$ cat src/rtl/addsub_pkg.sv
// Shared types and constants for the bit-serial add/subtract controller.
package addsub_pkg;

  localparam int ADDSUB_WIDTH = 8;

  typedef enum logic [1:0] {
    IDLE = 2'd0,
    RUN  = 2'd1,
    DONE = 2'd2
  } addsub_state_t;

endpackage

$ cat src/rtl/fa_bit.sv
// One-bit full adder; the only arithmetic element in the serial datapath.
module fa_bit (
  input  logic x,
  input  logic y,
  input  logic cin,
  output logic s,
  output logic co
);

  assign s  = x ^ y ^ cin;
  assign co = (x & y) | (x & cin) | (y & cin);

endmodule

$ cat src/rtl/serial_addsub_ctrl.sv
// Bit-serial add/subtract: LSB first, one full-adder step per RUN cycle.
//   state | meaning
//   IDLE  | waiting for start; result/cout/ovf hold the last answer
//   RUN   | one bit per cycle, WIDTH cycles
//   DONE  | one-cycle done pulse, then back to IDLE
module serial_addsub_ctrl
  import addsub_pkg::*;
#(
  parameter int WIDTH = ADDSUB_WIDTH
) (
  input  logic             clk,
  input  logic             rst_n,
  input  logic             start,
  input  logic             sub,
  input  logic [WIDTH-1:0] a,
  input  logic [WIDTH-1:0] b,
  output logic             busy,
  output logic             done,
  output logic [WIDTH-1:0] result,
  output logic             cout,
  output logic             ovf
);

  localparam int            CW   = $clog2(WIDTH);
  localparam logic [CW-1:0] LAST = CW'(WIDTH - 1);

  addsub_state_t    state, state_nxt;
  logic [WIDTH-1:0] sa, sb;
  logic [CW-1:0]    cnt;
  logic             carry;
  logic             fa_s, fa_co;
  logic             last;

  assign last = (cnt == LAST);

  fa_bit u_fa (
    .x   (sa[0]),
    .y   (sb[0]),
    .cin (carry),
    .s   (fa_s),
    .co  (fa_co)
  );

  always_ff @(posedge clk or negedge rst_n) begin
    if (!rst_n) state <= IDLE;
    else        state <= state_nxt;
  end

  always_comb begin
    state_nxt = state;
    busy      = 1'b0;
    done      = 1'b0;
    case (state)
      IDLE: if (start) state_nxt = RUN;
      RUN: begin
        busy = 1'b1;
        if (last) state_nxt = DONE;
      end
      DONE: begin
        done      = 1'b1;
        state_nxt = IDLE;
      end
      default: state_nxt = IDLE;
    endcase
  end

  // Subtraction is a + ~b + 1: invert B on load and seed the carry with sub.
  always_ff @(posedge clk or negedge rst_n) begin
    if (!rst_n) begin
      sa     <= '0;
      sb     <= '0;
      carry  <= 1'b0;
      cnt    <= '0;
      result <= '0;
      cout   <= 1'b0;
      ovf    <= 1'b0;
    end else if (state == IDLE && start) begin
      sa    <= a;
      sb    <= b ^ {WIDTH{sub}};
      carry <= sub;
      cnt   <= '0;
    end else if (state == RUN) begin
      sa     <= sa >> 1;
      sb     <= sb >> 1;
      carry  <= fa_co;
      result <= {fa_s, result[WIDTH-1:1]};
      if (last) begin
        cnt  <= '0;
        cout <= fa_co;
        ovf  <= carry ^ fa_co;
      end else begin
        cnt <= cnt + 1'b1;
      end
    end
  end

endmodule

$ cat config.mk
export PLATFORM = sky130hd
export DESIGN_NAME = serial_addsub_ctrl
export DESIGN_NICKNAME = d
export VERILOG_FILES = /design/src/rtl/addsub_pkg.sv /design/src/rtl/fa_bit.sv /design/src/rtl/serial_addsub_ctrl.sv
export SDC_FILE = /design/constraint.sdc
export NUM_CORES = 1
export LEC_CHECK = 0
export CAP_MARGIN = 20
export CORE_UTILIZATION = 32
export DETAILED_ROUTE_END_ITERATION = 10
export GPL_TIMING_DRIVEN = 0
export SYNTH_ARGS = -nofsm -noshare
export SYNTH_HDL_FRONTEND = slang
export SYNTH_SLANG_ARGS = --single-unit
$ cat constraint.sdc
create_clock -name clk -period 1.7 [get_ports clk]
set_input_delay 0.34 -clock clk [delete_from_list [all_inputs] [get_ports clk]]
set_output_delay 0.34 -clock clk [all_outputs]
set_load 0.005 [all_outputs]
==> impl_metrics.json, run 1 <==
{
  "cts_root_buffer": "sky130_fd_sc_hd__clkbuf_8",
  "numPortBuffers": 30,
  "initial_core_utilization": 0.3406,
  "cts_inserted_buffers": 5,
  "cts_tree": "done",
  "clk_pin_slew_ps": 70,
  "worst_path_largest_cell_delay_ps": 410,
  "crit_path_max_fanout": 6,
  "synth_seq_cells": 32,
  "cp-start-kind": "flop",
  "power.static_leakage_nw": 0.8742,
  "gp_congestion": 0.7755,
  "drt-wirelength-per-cell_microns": 13.90,
  "setup_slack_ps": 114.9,
  "global_route.overflow_total": 0,
  "antenna-diode-count": 0,
  "htreeDepth": 2,
  "signed_area_change_from_the_synthesized_netlist_to_the_final_layout_pct": 33.33,
  "timing.critical_path.cells": "nand2b_1 > buf_6 > inv_8 > dlygate4sd2_1",
  "floorplan.die_area_sq_mm": 0.005042,
  "slew_headroom": 0.5289,
  "synthesis.instances": 132,
  "drt_first_iter_violations": 55,
  "fp-row-count": 24,
  "synth_fp_nets": 155,
  "worst_path_dominant_cell_family": "flip-flops",
  "final-setup-viol-count": 0,
  "dieWidth_microns": 71.01,
  "totalNegativeSetupSlack_ps": 0,
  "worstSetupStartpoint": "state[1]$_DFFE_PN0P_",
  "worst-endpoint-required_ps": 1360,
  "finish.net_count": 195,
  "final_min_period_over_clock_period": 0.9324,
  "hold_path_class": "in2async",
  "post_route_cells_drive_above_1_share": 0.2023,
  "wire_length_of_the_first_global_routing_pass_mm": 5.361,
  "run_status": "completed",
  "clockBufferDepth": 2,
  "antenna_violating_nets_post_route": 0,
  "power.ir.vdd_worst_v": 0.0005689,
  "wl_mm": 3.127,
  "max_slew_vio_count": 0,
  "top_usage_layer": "met2",
  "grt_util_all_layers": 0.1388,
  "worstReg2RegEnd": "sb[6]$_DFFE_PN0P_",
  "criticalPathCategory": "reg2out",
  "use_met2": 0.2115,
  "maxClockFrequency_ghz": 0.6309,
  "finalClockSkew_ps": 5.710,
  "detail_route.vias_per_cell": 4.893,
  "synth_area_leader_cell": "sky130_fd_sc_hd__dfrtp_1",
  "clk-insertion-delay-late_ps": 290,
  "grt_util_met3": 0.04701,
  "power.density_cell_area_mw_per_mm2": 1706,
  "reg2reg_slack_ps": 180,
  "clock_sink_count": 32,
  "avgSynthCellArea_sq_um": 11.55,
  "number_of_search_and_repair_iterations_in_the_first_detailed_routing_pass": 4,
  "r2r-start": "state[1]$_DFFE_PN0P_",
  "synth_area_sq_mm": 0.001524,
  "synth_sequential_area_ratio": 0.5255,
  "r2r.worst_path.cells": 6,
  "cp_slowest_cell": "sky130_fd_sc_hd__dfrtp_2",
  "grt_max_degree": 33,
  "worstSetupPathDepth": 4,
  "dr_total_vias": 1101,
  "synth_top_cells_by_area": "sky130_fd_sc_hd__dfrtp_1, sky130_fd_sc_hd__mux2_2, sky130_fd_sc_hd__o21ai_0",
  "grt_util_met1": 0.1861,
  "post-place-ws_ps": -186.6,
  "layout_min_cycle_time_ps": 1585,
  "timing.final.hold_violations": 0,
  "max_cap_violations": 0,
  "dp.final_hpwl_mm": 2.272,
  "grt_pass1_vias": 1079,
  "fp.coreArea_sq_mm": 0.004474,
  "setup_repair_after_global_routing_missed_its_margin": "no",
  "detail_route.drc_violations": 0,
  "timing_worst_slew_pin_value_ps": 706.6,
  "die_height_microns": 71.01,
  "hold_buffers": 0,
  "synth.lib_cells_used.distinct": 29,
  "grt_antenna_before_repair": 0,
  "num_io_pins": 32,
  "worst-endpoint-arrival_ps": 1250,
  "yosys.area.top_type_share": 0.5255,
  "synth.yosys.warnings": 0,
  "worstPathBufferInverterCount": 3,
  "critical_path.endpoint_type": "primary output"
}
## cell usage after synthesis, drive strengths merged
library cell	n
xor2	6
o21ai	13
a22o	4
and3b	1
o22a	2
clkbuf	4
fa	1
a21oi	11
nor2b	9
dfrtp	32
mux2i	5
and2	1
and2b	2
buf	4
ha	2
nor2	3
nor3b	1
or2	1
a22oi	7
mux2	10
xnor2	3
inv	1
o21bai	1
nand2	7
nand2b	1
## worst max path at each step
stage	end	slack [ps]
6_report	busy	110
3_3_place_gp	sa[4]$_DFFE_PN0P_	-360
3_5_place_dp	carry$_DFFE_PN0P_	-190
5_1_grt	sb[6]$_DFFE_PN0P_	20
4_1_cts	done	30
2_1_floorplan	result[0]$_DFFE_PN0P_	380
## where the power goes
part           switching [mW]  internal [mW]  total, mW  leakage (nW)
Clock                   0.282          0.435      0.716        0.0552
Sequential              0.228           1.11       1.34         0.396
Combinational           0.577          0.834       1.41         0.423
## logic make-up after synthesis
kind of cell               Yosys count  share of synthesized area
AOI/OAI and AO/OA                   38                     0.1552
DFF                                 32                     0.5255
and+or+nand+nor                     26                    0.09607
muxes                               15                     0.1092
xor gates and xnor gates             9                    0.05173
buffers and inverters                9                    0.03284
adders and majority gates            3                    0.02955
## repair_timing
action | CTS | global route
gates resized for setup | 13 | 5
buffers inserted | 4 | 0
endpoints found under the setup margin | 2 | 6
## cells in the final DEF (no fill, tap or decap), types with 5 or more instances in the layout
cell type | netlist | layout
sky130_fd_sc_hd__mux2_2 | 8 | 8
sky130_fd_sc_hd__xor2_1 | 6 | 6
sky130_fd_sc_hd__dfrtp_1 | 32 | 30
sky130_fd_sc_hd__o21ai_0 | 13 | 13
sky130_fd_sc_hd__clkbuf_8 | 0 | 6
sky130_fd_sc_hd__a22oi_1 | 7 | 7
sky130_fd_sc_hd__clkdlybuf4s50_1 | 0 | 27
sky130_fd_sc_hd__nor2b_1 | 9 | 9
sky130_fd_sc_hd__a21oi_1 | 11 | 11
sky130_fd_sc_hd__mux2i_1 | 5 | 5
sky130_fd_sc_hd__nand2_1 | 7 | 7
## registers in the layout, summed over array words and instances, names as in the netlist
register	cells
sb	8
result	8
cnt	3
carry	1
state	2
sa	8
cout	1
ovf	1
## through the flow
stage / hold slack [ps] / util / area, sq um / instances / power, mW
CTS: 130.8 / 0.4547 / 2034 / 225 / 3.500
global placement: 463.3 / 0.4223 / 1889 / 214 / 2.681
detailed placement: 434.1 / 0.4211 / 1884 / 214 / 2.736
finish: 96.01 / 0.4541 / 2032 / 225 / 3.467
floorplan: 44.41 / - / 1524 / 132 / 2.177
global route: 158.0 / 0.4541 / 2032 / 225 / 3.720
## routing by layer
metal	wire, microns	vias to the layer above
li1	-	545
met1	1452	521
met5	0	-
met2	1465	31
met3	181	4
met4	27	0
## area by class of cell
type / instances / area, sq um
clock inverter: 2 / 35.03
multi-input combinational: 91 / 673.1
inverter: 1 / 11.26
timing repair buffer: 34 / 319.1
clock buffer: 6 / 72.57
sequential: 32 / 803.3
fill: 413 / 2442
buffer: 7 / 52.55
tap: 52 / 65.06
Note: power is estimated with default switching activity, not from simulation.
==> run 2, diff against run 1 <==
Settings changed: DONT_BUFFER_PORTS set to 1.
==> run 2 against run 1 <==
  * Register-to-register slack improved by 30 ps
  * Sequential cell count unchanged
  * Sequential share of layout area increased by 6.9 points
  * Critical path type unchanged
  * Critical endpoint unchanged
  * Largest cell class unchanged
==> impl_metrics.json, run 2 (synthesis gave the netlist of run 1 again) <==
{
  "hold_path_startpoint": "a[7]",
  "num_io_pins": 32,
  "worst-endpoint-required_ps": 1360,
  "hold_path_class": "in2reg",
  "cts_root_buffer": "sky130_fd_sc_hd__clkbuf_8",
  "r2r.worst_path.cells": 3,
  "layout_min_cycle_time_ps": 1629,
  "grt_util_all_layers": 0.1349,
  "criticalPathCategory": "reg2out",
  "grt_pass1_vias": 1047,
  "timing.final.hold_violations": 0,
  "floorplan.die_area_sq_mm": 0.005042,
  "share_clk_of_total_power": 0.223,
  "clk-insertion-delay-late_ps": 280,
  "cts_inserted_buffers": 5,
  "max_cap_violations": 0,
  "number_of_search_and_repair_iterations_in_the_first_detailed_routing_pass": 4,
  "crit_path_max_fanout": 10,
  "reg2reg_slack_ps": 210,
  "slew_headroom": 0.7164,
  "clk_pin_slew_ps": 70,
  "hold_path_end": "sa[7]$_DFFE_PN0P_",
  "fp-row-count": 24,
  "fp.coreArea_sq_mm": 0.004474,
  "antenna_violating_nets_post_route": 0,
  "drt-wirelength-per-cell_microns": 15.88,
  "htreeDepth": 2,
  "numPortBuffers": 0,
  "wire_length_of_the_first_global_routing_pass_mm": 5.237,
  "final_min_period_over_clock_period": 0.9581,
  "finalClockSkew_ps": 4.135,
  "grt_antenna_before_repair": 0,
  "pwr-share-seq": 0.443,
  "dr_total_vias": 1003,
  "detail_route.vias_per_cell": 5.170,
  "run_status": "completed",
  "power.ir.vdd_worst_v": 0.0006273,
  "worstReg2RegEnd": "sb[5]$_DFFE_PN0P_",
  "post_cts_setup_buffers": 0,
  "final_core_util": 0.3865,
  "max_slew_vio_count": 0,
  "clockBufferDepth": 2,
  "grt_max_degree": 33,
  "internal_power_mw": 2.108,
  "dieWidth_microns": 71.01,
  "power.density_cell_area_mw_per_mm2": 1823,
  "switching_power_total_mw": 1.045,
  "cts_tree": "done",
  "detail_route.drc_violations": 0,
  "power.static_leakage_nw": 0.7420,
  "post_route_cells_drive_above_1_share": 0.1901,
  "layout_common_cells": "sky130_fd_sc_hd__dfrtp_1, sky130_fd_sc_hd__o21ai_0, sky130_fd_sc_hd__a21oi_1",
  "setup_repair_after_global_routing_missed_its_margin": "no",
  "die_height_microns": 71.01,
  "global_route.overflow_total": 0,
  "layout_commonest_cell": "sky130_fd_sc_hd__dfrtp_1",
  "power.switching_fraction": 0.3314,
  "drt_first_iter_violations": 9,
  "dp.final_hpwl_mm": 2.250,
  "initial_core_utilization": 0.3406,
  "gp_congestion": 0.7706,
  "maxClockFrequency_ghz": 0.6140,
  "critical_path.endpoint_type": "primary output",
  "totalNegativeSetupSlack_ps": 0,
  "overall_power_consumption_mw": 3.153,
  "timing_worst_slew_pin_value_ps": 425.3,
  "cp-start-kind": "flop",
  "p_comb_frac": 0.333,
  "antenna-diode-count": 0,
  "wl_mm": 3.081,
  "hold_path_depth": 1,
  "signed_area_change_from_the_synthesized_netlist_to_the_final_layout_pct": 13.46,
  "finish.net_count": 164,
  "worst-endpoint-arrival_ps": 1290,
  "final-setup-viol-count": 0,
  "r2r-start": "state[0]$_DFFE_PN0P_",
  "largest_registers": "result: 8 flops, sa: 8 flops, sb: 8 flops",
  "clock_sink_count": 32
}
-- run 2: cell count changes in the layout (fill, tap and decap cells not counted), moves of 2 or more --
cell and change:
sky130_fd_sc_hd__clkbuf_2 -2, sky130_fd_sc_hd__clkdlybuf4s50_1 -27, sky130_fd_sc_hd__buf_4 -3, sky130_fd_sc_hd__clkbuf_1 +3
-- run 2: power by group through the flow --
stage          Combinational [mW]  Sequential (mW)  Clock (mW)
2_1_floorplan               0.861             1.32           0
3_3_place_gp                0.982             1.39           0
3_5_place_dp                 1.04             1.42           0
4_1_cts                      1.07             1.40       0.724
5_1_grt                      1.17             1.45       0.761
6_report                     1.05             1.40       0.704
-- run 2: per-stage QoR --
step / cell area [sq um] / std cells / hold WS (ps) / setup WS, ps
final: 1729 / 194 / 209.4 / 71.25
after global routing: 1729 / 194 / 204.8 / 13.29
after CTS: 1728 / 194 / 202.2 / 36.79
after detailed placement: 1589 / 184 / 45.48 / 208.1
after global placement: 1589 / 184 / 45.78 / 214.9
after floorplan: 1524 / 132 / 44.41 / 382.2
-- run 2: metal layers --
layer / GRT usage / up-vias / part of all wire
met4: 0.05333 / 0 / 0.015
li1: - / 476 / -
met3: 0.04843 / 5 / 0.071
met2: 0.2147 / 30 / 0.49
met1: 0.1677 / 492 / 0.43
met5: 0 / - / 0
-- run 2: worst max-delay path, stage by stage (launching register included) --
cell,delay (ps)
sky130_fd_sc_hd__dfrtp_2,460
sky130_fd_sc_hd__nand2b_1,160
sky130_fd_sc_hd__buf_4,170
sky130_fd_sc_hd__inv_4,80
sky130_fd_sc_hd__buf_6,150
-- run 2: cell type report --
class / count / area [sq um]
clock buffer: 6 / 72.57
fill: 420 / 2745
tap: 52 / 65.06
buffer: 8 / 45.04
clock inverter: 2 / 35.03
sequential: 32 / 802.0
inverter: 1 / 6.256
multi-input combinational: 91 / 673.1
timing repair buffer: 2 / 30.03
-- run 2: how the worst max path moves through the flow --
stage                          from  cells past startpoint                    end  slack, ps
6_report       state[1]$_DFFE_PN0P_                      4                   busy         70
5_1_grt        state[1]$_DFFE_PN0P_                      4                   busy         10
4_1_cts        state[1]$_DFFE_PN0P_                      4                   busy         40
3_5_place_dp   state[0]$_DFFE_PN0P_                      3      sb[5]$_DFFE_PN0P_        210
3_3_place_gp   state[0]$_DFFE_PN0P_                      3      sb[3]$_DFFE_PN0P_        210
2_1_floorplan  state[1]$_DFFE_PN0P_                      5  result[0]$_DFFE_PN0P_        380
-- run 2: repair_timing --
| item | 4_1_cts | 5_1_grt |
|---|---|---|
| setup endpoints to repair | 1 | 1 |
| hold endpoints to repair | 32 | 0 |
| hold buffers | 2 | 0 |
| resized for setup | 1 | 1 |
| gates cloned | 0 | 0 |
==> run 3, diff against run 2 <==
Settings changed: ABC_CLOCK_PERIOD_IN_PS set to 1700.
==> results of run 3 <==
The final DEF is identical to that of run 2; final timing and power are the same.
